[src/rtl/kbd_fifo.sv]
// PS/2 scancode capture for the Z180 bus: odd-parity check, E0/F0 prefix folding into
// per-entry flags, a 2^DEPTH_LOG2-entry FIFO, status/control registers and a level interrupt.
module kbd_fifo #(
    parameter int DEPTH_LOG2 = 3
) (
    input  logic       clk,
    input  logic       reset,
    input  logic [7:0] rx_data,
    input  logic       rx_parity,
    input  logic       rx_done,
    input  logic [1:0] addr,
    input  logic       rd,
    input  logic       wr,
    input  logic [7:0] data_in,
    output logic [7:0] data_out,
    output logic       kb_int
);

    localparam int DEPTH = 32'sd1 << DEPTH_LOG2;
    localparam int CW    = DEPTH_LOG2 + 32'sd1;
    localparam logic [CW-1:0]         FULL_CNT = CW'(DEPTH);
    localparam logic [CW-1:0]         CNT_ZERO = CW'(1'b0);
    localparam logic [DEPTH_LOG2-1:0] PTR_ONE  = DEPTH_LOG2'(1'b1);

    // A byte is good when data plus parity bit hold an odd number of ones.
    function automatic logic parity_ok(input logic [7:0] b, input logic p);
        return ^{b, p};
    endfunction

    logic [9:0]            mem_q [DEPTH];
    logic [DEPTH_LOG2-1:0] head_q, head_d, tail_q, tail_d;
    logic [CW-1:0]         count_q, count_d;
    logic                  pend_ext_q, pend_ext_d, pend_brk_q, pend_brk_d;
    logic                  ovf_q, ovf_d, perr_q, perr_d, int_en_q, int_en_d;
    logic                  kb_int_q;
    logic                  rxd_meta_q, rxd_sync_q, rxd_dly_q;
    logic [1:0]            prime_q;
    logic                  rd_q, wr_q;

    logic       push_ev_s, rd_edge_s, wr_edge_s, empty_s, full_s;
    logic       pop_s, stat_clr_s, cfg_wr_s, flush_s;
    logic       par_err_s, ext_ev_s, brk_ev_s, data_ev_s, store_s, ovf_ev_s;
    logic [9:0] head_ent_s;
    logic [3:0] count4_s;
    logic       unused_data_s;

    assign unused_data_s = ^data_in[7:2];

    // rx_done synchroniser, edge-detect stage and bus strobe history.
    always_ff @(posedge clk or negedge reset) begin
        if (!reset) begin
            rxd_meta_q <= 1'b0;
            rxd_sync_q <= 1'b0;
            rxd_dly_q  <= 1'b0;
            prime_q    <= 2'd0;
            rd_q       <= 1'b0;
            wr_q       <= 1'b0;
        end else begin
            rxd_meta_q <= rx_done;
            rxd_sync_q <= rxd_meta_q;
            rxd_dly_q  <= rxd_sync_q;
            prime_q    <= (prime_q == 2'd3) ? 2'd3 : (prime_q + 2'd1);
            rd_q       <= rd;
            wr_q       <= wr;
        end
    end

    // Event decode. The edge detector arms only once every stage of the chain holds a real
    // sample, so a level already high when reset releases is not taken for a new byte.
    always_comb begin
        push_ev_s  = rxd_sync_q & ~rxd_dly_q & (prime_q == 2'd3);
        rd_edge_s  = rd & ~rd_q;
        wr_edge_s  = wr & ~wr_q;
        empty_s    = (count_q == CNT_ZERO);
        full_s     = (count_q == FULL_CNT);
        pop_s      = rd_edge_s & (addr == 2'd0) & ~empty_s;
        stat_clr_s = rd_edge_s & (addr == 2'd2);
        cfg_wr_s   = wr_edge_s & (addr == 2'd3);
        flush_s    = cfg_wr_s & data_in[0];
    end

    // Classify the received byte: parity error, extended prefix, break prefix or data.
    always_comb begin
        par_err_s = 1'b0;
        ext_ev_s  = 1'b0;
        brk_ev_s  = 1'b0;
        data_ev_s = 1'b0;
        if (push_ev_s) begin
            if (!parity_ok(rx_data, rx_parity)) begin
                par_err_s = 1'b1;
            end else if (rx_data == 8'hE0) begin
                ext_ev_s = 1'b1;
            end else if (rx_data == 8'hF0) begin
                brk_ev_s = 1'b1;
            end else begin
                data_ev_s = 1'b1;
            end
        end else begin
            data_ev_s = 1'b0;
        end
        // A pop in the same cycle frees the slot the push needs.
        store_s  = data_ev_s & (~full_s | pop_s) & ~flush_s;
        ovf_ev_s = data_ev_s & full_s & ~pop_s;
    end

    // Next-state for pointers, count, prefix flags, sticky errors and interrupt enable.
    always_comb begin
        head_d     = head_q;
        tail_d     = tail_q;
        count_d    = count_q;
        pend_ext_d = pend_ext_q;
        pend_brk_d = pend_brk_q;
        ovf_d      = ovf_q;
        perr_d     = perr_q;
        int_en_d   = int_en_q;
        if (flush_s) begin
            head_d     = DEPTH_LOG2'(1'b0);
            tail_d     = DEPTH_LOG2'(1'b0);
            count_d    = CNT_ZERO;
            pend_ext_d = 1'b0;
            pend_brk_d = 1'b0;
            ovf_d      = 1'b0;
            perr_d     = 1'b0;
            int_en_d   = data_in[1];
        end else begin
            if (pop_s) begin
                head_d = head_q + PTR_ONE;
            end else begin
                head_d = head_q;
            end
            if (store_s) begin
                tail_d = tail_q + PTR_ONE;
            end else begin
                tail_d = tail_q;
            end
            count_d = count_q + CW'(store_s) - CW'(pop_s);
            if (par_err_s || data_ev_s) begin
                pend_ext_d = 1'b0;
                pend_brk_d = 1'b0;
            end else if (ext_ev_s) begin
                pend_ext_d = 1'b1;
            end else if (brk_ev_s) begin
                pend_brk_d = 1'b1;
            end else begin
                pend_ext_d = pend_ext_q;
            end
            // A new error outranks the clear-on-read of the status register.
            if (ovf_ev_s) begin
                ovf_d = 1'b1;
            end else if (stat_clr_s) begin
                ovf_d = 1'b0;
            end else begin
                ovf_d = ovf_q;
            end
            if (par_err_s) begin
                perr_d = 1'b1;
            end else if (stat_clr_s) begin
                perr_d = 1'b0;
            end else begin
                perr_d = perr_q;
            end
            if (cfg_wr_s) begin
                int_en_d = data_in[1];
            end else begin
                int_en_d = int_en_q;
            end
        end
    end

    // FIFO control and status state.
    always_ff @(posedge clk or negedge reset) begin
        if (!reset) begin
            head_q     <= DEPTH_LOG2'(1'b0);
            tail_q     <= DEPTH_LOG2'(1'b0);
            count_q    <= CNT_ZERO;
            pend_ext_q <= 1'b0;
            pend_brk_q <= 1'b0;
            ovf_q      <= 1'b0;
            perr_q     <= 1'b0;
            int_en_q   <= 1'b0;
            kb_int_q   <= 1'b0;
        end else begin
            head_q     <= head_d;
            tail_q     <= tail_d;
            count_q    <= count_d;
            pend_ext_q <= pend_ext_d;
            pend_brk_q <= pend_brk_d;
            ovf_q      <= ovf_d;
            perr_q     <= perr_d;
            int_en_q   <= int_en_d;
            kb_int_q   <= int_en_q & ~empty_s;
        end
    end

    // FIFO storage: {brk, ext, code}.
    always_ff @(posedge clk or negedge reset) begin
        if (!reset) begin
            for (int i = 32'sd0; i < DEPTH; i = i + 32'sd1) begin
                mem_q[i] <= 10'h000;
            end
        end else if (store_s) begin
            mem_q[tail_q] <= {pend_brk_q, pend_ext_q, rx_data};
        end else begin
            mem_q[tail_q] <= mem_q[tail_q];
        end
    end

    // Bus read mux; empty FIFO reads as zero.
    always_comb begin
        head_ent_s = mem_q[head_q];
        count4_s   = 4'(count_q);
        data_out   = 8'h00;
        case (addr)
            2'd0: begin
                if (empty_s) begin
                    data_out = 8'h00;
                end else begin
                    data_out = head_ent_s[7:0];
                end
            end
            2'd1: begin
                if (empty_s) begin
                    data_out = 8'h00;
                end else begin
                    data_out = {6'b000000, head_ent_s[9:8]};
                end
            end
            2'd2:    data_out = {ovf_q, perr_q, pend_ext_q, pend_brk_q, count4_s};
            2'd3:    data_out = {6'b000000, int_en_q, 1'b0};
            default: data_out = 8'h00;
        endcase
    end

    assign kb_int = kb_int_q;

endmodule
[config.mk]
export PLATFORM = sky130hd
export DESIGN_NAME = kbd_fifo
export DESIGN_NICKNAME = d
export VERILOG_FILES = /design/src/rtl/kbd_fifo.sv
export SDC_FILE = /design/constraint.sdc
export NUM_CORES = 1
export LEC_CHECK = 0
export ABC_AREA = 1
export CORE_UTILIZATION = 65
export CTS_BUF_LIST = sky130_fd_sc_hd__clkbuf_8
export DETAILED_ROUTE_END_ITERATION = 16
export PLACE_DENSITY = 0.95
export SYNTH_ARGS = -nofsm -noshare
export SYNTH_HDL_FRONTEND = slang
export SYNTH_SLANG_ARGS = --single-unit
export TNS_END_PERCENT = 100
[constraint.sdc]
create_clock -name clk -period 4.3 [get_ports clk]
set_clock_uncertainty 0.15 [all_clocks]
set_input_delay 0.645 -clock clk [delete_from_list [all_inputs] [get_ports clk]]
set_output_delay 0.645 -clock clk [all_outputs]
set_load 0.02 [all_outputs]
=== Yosys cells after proc, flatten, opt, wreduce, memory -nomap -nowiden ===
Index checks and enable logic that the tools add are counted.

* Flip-flop bits (word level): 103
* Input port bits: 24
* Word-level logic and storage cells: 123

* Add/subtract/negate cells: 5
* $lt $le $gt $ge: 3
* Equality and inequality tests: 8
* Muxes and demuxes: 47
* Bitwise gates (word level): 24
* Reductions and logical operators: 13

{| class="wikitable"
|+ Operators with widths
! kind !! number
|-
| 80-bit bitwise mux || 2
|-
| 80-bit two-way mux || 1
|-
| 10-bit binary-select mux with 3-bit select || 2
|-
| 10-bit two-way mux || 5
|-
| 8-bit case mux with 4 select lines || 1
|-
| 10-bit demux with 3-bit select || 1
|-
| 1-bit two-way mux || 27
|-
| 8-bit == test (second input constant) || 2
|-
| 1-bit bitwise AND || 14
|-
| 3-bit two-way mux || 4
|-
| 3-bit nonzero test || 4
|-
| 9-bit parity || 1
|-
| 4-bit greater-or-equal comparator (second input constant) || 2
|-
| 8-bit two-way mux || 1
|-
| 3-bit inverter with 4-bit output || 2
|-
| 1-bit inverter || 7
|-
| 3-bit by 1-bit adder with 3-bit output (second input constant) || 2
|-
| 2-bit == test (second input constant) || 3
|-
| 2-bit nonzero test || 3
|-
| 4-bit by 1-bit adder with 4-bit output || 1
|-
| 4-bit == test (second input constant) || 1
|-
| 4-bit zero test || 1
|-
| 4-bit by 1-bit < comparator with 1-bit output (second input constant) || 1
|-
| 2-bit two-way mux || 2
|-
| 10 further kinds || 10
|}

=== Depth between registers and ports, before layout ===
* Depth after elaboration: 10
* Depth in mapped cells: 19

=== Least setup slack after synthesis ===
OpenSTA, ideal clock, no wires.

* Path kind: input -> register
* Start point: input rx_data[0]
* End point: register count_q[2], in the netlist count4_s[2]
* Library setup time: 113 ps
* Arrival time: 2496 ps
* Path slack: 1541 ps
* Cell stages on the path: 19
* Cells stage by stage: inv_2 -> buf_6 -> nand2_1 -> nand2_1 -> nand2_1 -> nand2_1 -> nand2_1 -> nand2_1 -> nand2_1 -> nand2_2 -> nand4_2 -> buf_6 -> buf_6 -> inv_1 -> ha_1 -> fa_1 -> xor2_1 -> nand2_1 -> inv_1

* Word-level cells in the longest chain between the ends: 10

{| class="wikitable"
|+ RTL lines
! what !! line !! source
|-
| start, declared || 8 || <nowiki>input logic [7:0] rx_data,</nowiki>
|-
| 8-bit == test || 93 || <nowiki>end else if (rx_data == 8'hF0) begin</nowiki>
|-
| 1-bit two-way mux || 93 ||
|-
| 1-bit two-way mux || 91 || <nowiki>end else if (rx_data == 8'hE0) begin</nowiki>
|-
| 1-bit two-way mux (*) || 89 || <nowiki>if (!parity_ok(rx_data, rx_parity)) begin</nowiki>
|-
| 1-bit two-way mux (*) || 88 || <nowiki>if (push_ev_s) begin</nowiki>
|-
| 1-bit bitwise AND (*) (2 in series) || 102 || <nowiki>store_s = data_ev_s & (~full_s | pop_s) & ~flush_s;</nowiki>
|-
| 4-bit by 1-bit adder with 4-bit output (*) || 136 || <nowiki>count_d = count_q + CW'(store_s) - CW'(pop_s);</nowiki>
|-
| 4-bit by 1-bit subtractor with 4-bit output (*) || 136 ||
|-
| 4-bit two-way mux (*) || 116 || <nowiki>if (flush_s) begin</nowiki>
|-
| via count_d[2] || 32 || <nowiki>logic [CW-1:0] count_q, count_d;</nowiki>
|-
| end signal, assigned || 185 || <nowiki>count_q <= count_d;</nowiki>
|-
| end, declared || 32 ||
|}

The timed path passes the listed nets; every way through them passes the cells marked *.
A chain may end at the register's enable or synchronous reset.

=== Worst setup path in the final report ===
* Start point: register head_q[0]
* End point: output data_out[0]

* Word-level cells in the longest chain between the ends: 6

{| class="wikitable"
|+ RTL lines
! what !! line !! source
|-
| start, declared || 31 || <nowiki>logic [DEPTH_LOG2-1:0] head_q, head_d, tail_q, tail_d;</nowiki>
|-
| start signal, assigned || 173 || <nowiki>head_q <= DEPTH_LOG2'(1'b0);</nowiki>
|-
| 3-bit inverter with 4-bit output (not written as such) (*) || 210 || <nowiki>head_ent_s = mem_q[head_q];</nowiki>
|-
| 10-bit binary-select mux with 3-bit select (*) || 210 ||
|-
| 10-bit two-way mux (not written as such) (*) (2 in series) || 210 ||
|-
| 2-bit two-way mux / 8-bit two-way mux (equally long branches) || 222, 215 ||
|-
| 8-bit case mux with 4 select lines (*) || 213 || <nowiki>case (addr)</nowiki>
|-
| end, declared || 15 || <nowiki>output logic [7:0] data_out,</nowiki>
|}

Mark *: on every way between the ends. The rest lies on a longest branch, timed or not. The select of a mux whose other input is x is not followed.

==> metrics <==
CTS Buf Count=9; CP required=3.50 ns; Total GRT Usage=roughly a third; DRT antenna net count=0; I/O pins=33; reg-to-reg startpoint=count4_s[2]; via/cell ratio=5.76; vias in the first global route=around 6000; placed cell count=roughly 1100; Site Rows=36; NumNets Final=about 1000; post-CTS setup buffer count=0; CP max stage cell=clkdlybuf4s50_1; setup slack, reg-to-reg=between 1.5 and 2 ns; Area Overhead vs Synth=4.70%; Synth cell types=35; Power Density=600 nW/um^2; Synth top area share=between 30% and 40%; Slew Limit Fails=0; commonest cells after routing, fill and taps aside=211 x nand2_1, 205 x nand3_1, 173 x nor2_1; fillers=roughly 800; relative slew slack=~15%; FF+latch count, synth=roughly 100; clk_lat worst skew=~0.37 ns; CTS Sinks=~100; maximum vdd drop=0.443 mV; Die Span Y=~100 microns; Reg2Reg Depth=14; Fmax=approximately 270 MHz; dpl hpwl=10600 microns; Syn. warnings=0; RSZ-0062 raised after global routing=false; CP endpoint=data_out[0]; initial antenna violation count=0; largest net degree at the start of global routing=94; final WL=roughly 17000 microns; RR Endpoint=count4_s[2]; sequential-to-total area share from yosys stat=approximately 38%; Crit Path Max Fanout=23; min-delay worst type=in2async; Mapped Cells=just over 1000; initial core utilization=between 60 and 70%; htree depth=3; post-layout util=between 70% and 80%; CP Data Arrival Time=~3.0 ns; largest area contributor in the netlist=dfrtp_1; PortBufs=26; commonest non-fill, non-tap cell in the layout=nand2_1; Crit path largest cell delay=~0.61 ns; drt drc=0; CTS tree=yes; DIE AREA=roughly 11000 sq um; crit end category=output port; CP Cell Sequence=clkinv_1 -> buf_4 -> a21oi_1 -> o21ai_0 -> a21oi_1 -> a21o_1 -> nand4_1 -> nand3_1 -> clkdlybuf4s50_1; routed via count=between 6000 and 7000; Worst Max-Slew Pin Slew=1.27 ns; share of cells above drive strength 1=3.62%; Antenna Diode Count=0; cell mode on critical path=a21oi_1; Reg clk slew, reported paths=0.10 ns; hold_buf cts=0; P_leak=3.44 nW; Layout Cells excl Fill=1128; Worst Setup Start Kind=flop; Critical Path Source=head_q[0]; Setup Viol. Count Final=0; routed length per instance=around 15 microns; status=finished, final reports clean; post-CTS sizing=0; Setup TNS=0 ns; syn_nets=~1000; Power, Total=4.22 mW; drt first pass iters=6; core area=approximately 9900 sq um; Syn Std Cell Area=between 6000 and 7000 sq um; minimum clock period=around 3.8 ns; die width=a little over 100 microns; Root Driver=clkbuf_8; first-pass GRT wire length=around 29000 microns; initial detailed-routing violation count=~640; Hold Vio Cnt, Final=0; max_cap viols=0; Setup CP Type=reg2out; final cycle utilization of the critical path=between 80% and 90%; Avg Cell Area, Syn=6.63 sq um; GPL Wtd Cong=between 0.9 and 1; clk buf depth=2; Synth area leaders=dfrtp_1 38%, nand3_1 15%, nand2_1 12%, nor2_1 9.7%, inv_1 6.3%; global route total overflow=0
metal layers:
| metal | wire length [microns] | GRT usage, % |
|---|---|---|
| met5 | 0 | 0 |
| met1 | 6950 | 43.7 |
| met3 | 1630 | 6.36 |
| met4 | 578 | 16.1 |
| met2 | 7760 | 52.4 |
worst max-delay path, delay by kind of cell, from the launching register on:
kind	cells	cell delay, ns
flip-flops	1	0.36
AO/OA/AOI/OAI	4	0.65
AND/OR/NAND/NOR	2	0.27
buffers and inverters	3	1.32
area by class of cell:
class	instances	area (sq um)	area share (%)
multi-input combinational	720	3300	47.0
sequential	103	2580	36.7
inverter	121	454	6.46
timing repair buffer	35	338	4.81
tap	133	166	2.37
clock buffer	10	138	1.96
clock inverter	6	53.8	0.766
through the flow:
stage	area [sq um]	setup slack [ns]	hold WS (ns)
after floorplan	6710	1.54	0.181
after global placement	6840	0.948	0.188
after detailed placement	6840	0.934	0.192
after CTS	7030	0.586	0.215
after global routing	7030	0.442	0.228
final	7030	0.533	0.176
Yosys cell counts (all sizes together):
| master | number |
|---|---|
| nand4 | 2 |
| xnor2 | 2 |
| a21oi | 44 |
| nor2 | 175 |
| nand3b | 1 |
| xor2 | 1 |
| a21o | 2 |
| nor3 | 2 |
| fa | 1 |
| o211ai | 3 |
| clkinv | 3 |
| o21ai | 53 |
| nand3 | 206 |
| clkbuf | 38 |
| o22ai | 1 |
| nand2 | 213 |
| dfrtp | 103 |
| buf | 30 |
| nor4 | 1 |
| o2111ai | 1 |
| or2 | 1 |
| ha | 8 |
| a32o | 2 |
| nor3b | 1 |
| inv | 118 |
how the worst min path moves through the flow:
stage            endpoint  cells after the start
2_1_floorplan  rxd_sync_q                      0
3_3_place_gp   rxd_sync_q                      0
3_5_place_dp   rxd_sync_q                      0
4_1_cts         mem_q[30]                      1
5_1_grt        rxd_sync_q                      0
6_report        mem_q[30]                      1
power by group:
| part | switching (mW) | internal, mW | total, mW |
|---|---|---|---|
| Clock | 0.333 | 0.279 | 0.612 |
| Sequential | 0.291 | 1.35 | 1.64 |
| Combinational | 1.27 | 0.694 | 1.96 |
sequential cells by signal, indices dropped and copies added, names as in the netlist:
signal      count
count4_s        4
head_q          3
int_en_q        1
kb_int          1
mem_q          80
ovf_q           1
pend_brk_q      1
pend_ext_q      1
perr_q          1
prime_q         2
rd_q            1
rxd_dly_q       1
rxd_meta_q      1
rxd_sync_q      1
tail_q          3
wr_q            1
kinds of logic (layout without fill, tap and decap cells):
group | count (synthesis) | in the layout | synth area share, %
AND/OR/NAND/NOR | 602 | 602 | 38.4
buffers and inverters | 189 | 172 | 12.7
AO/OA/AOI/OAI | 106 | 106 | 8.37
flip-flops | 103 | 103 | 38.4
adder cells (fa/ha/maj) | 9 | 9 | 1.79
XOR/XNOR | 3 | 3 | 0.392
(Power assumes the default switching activity.)
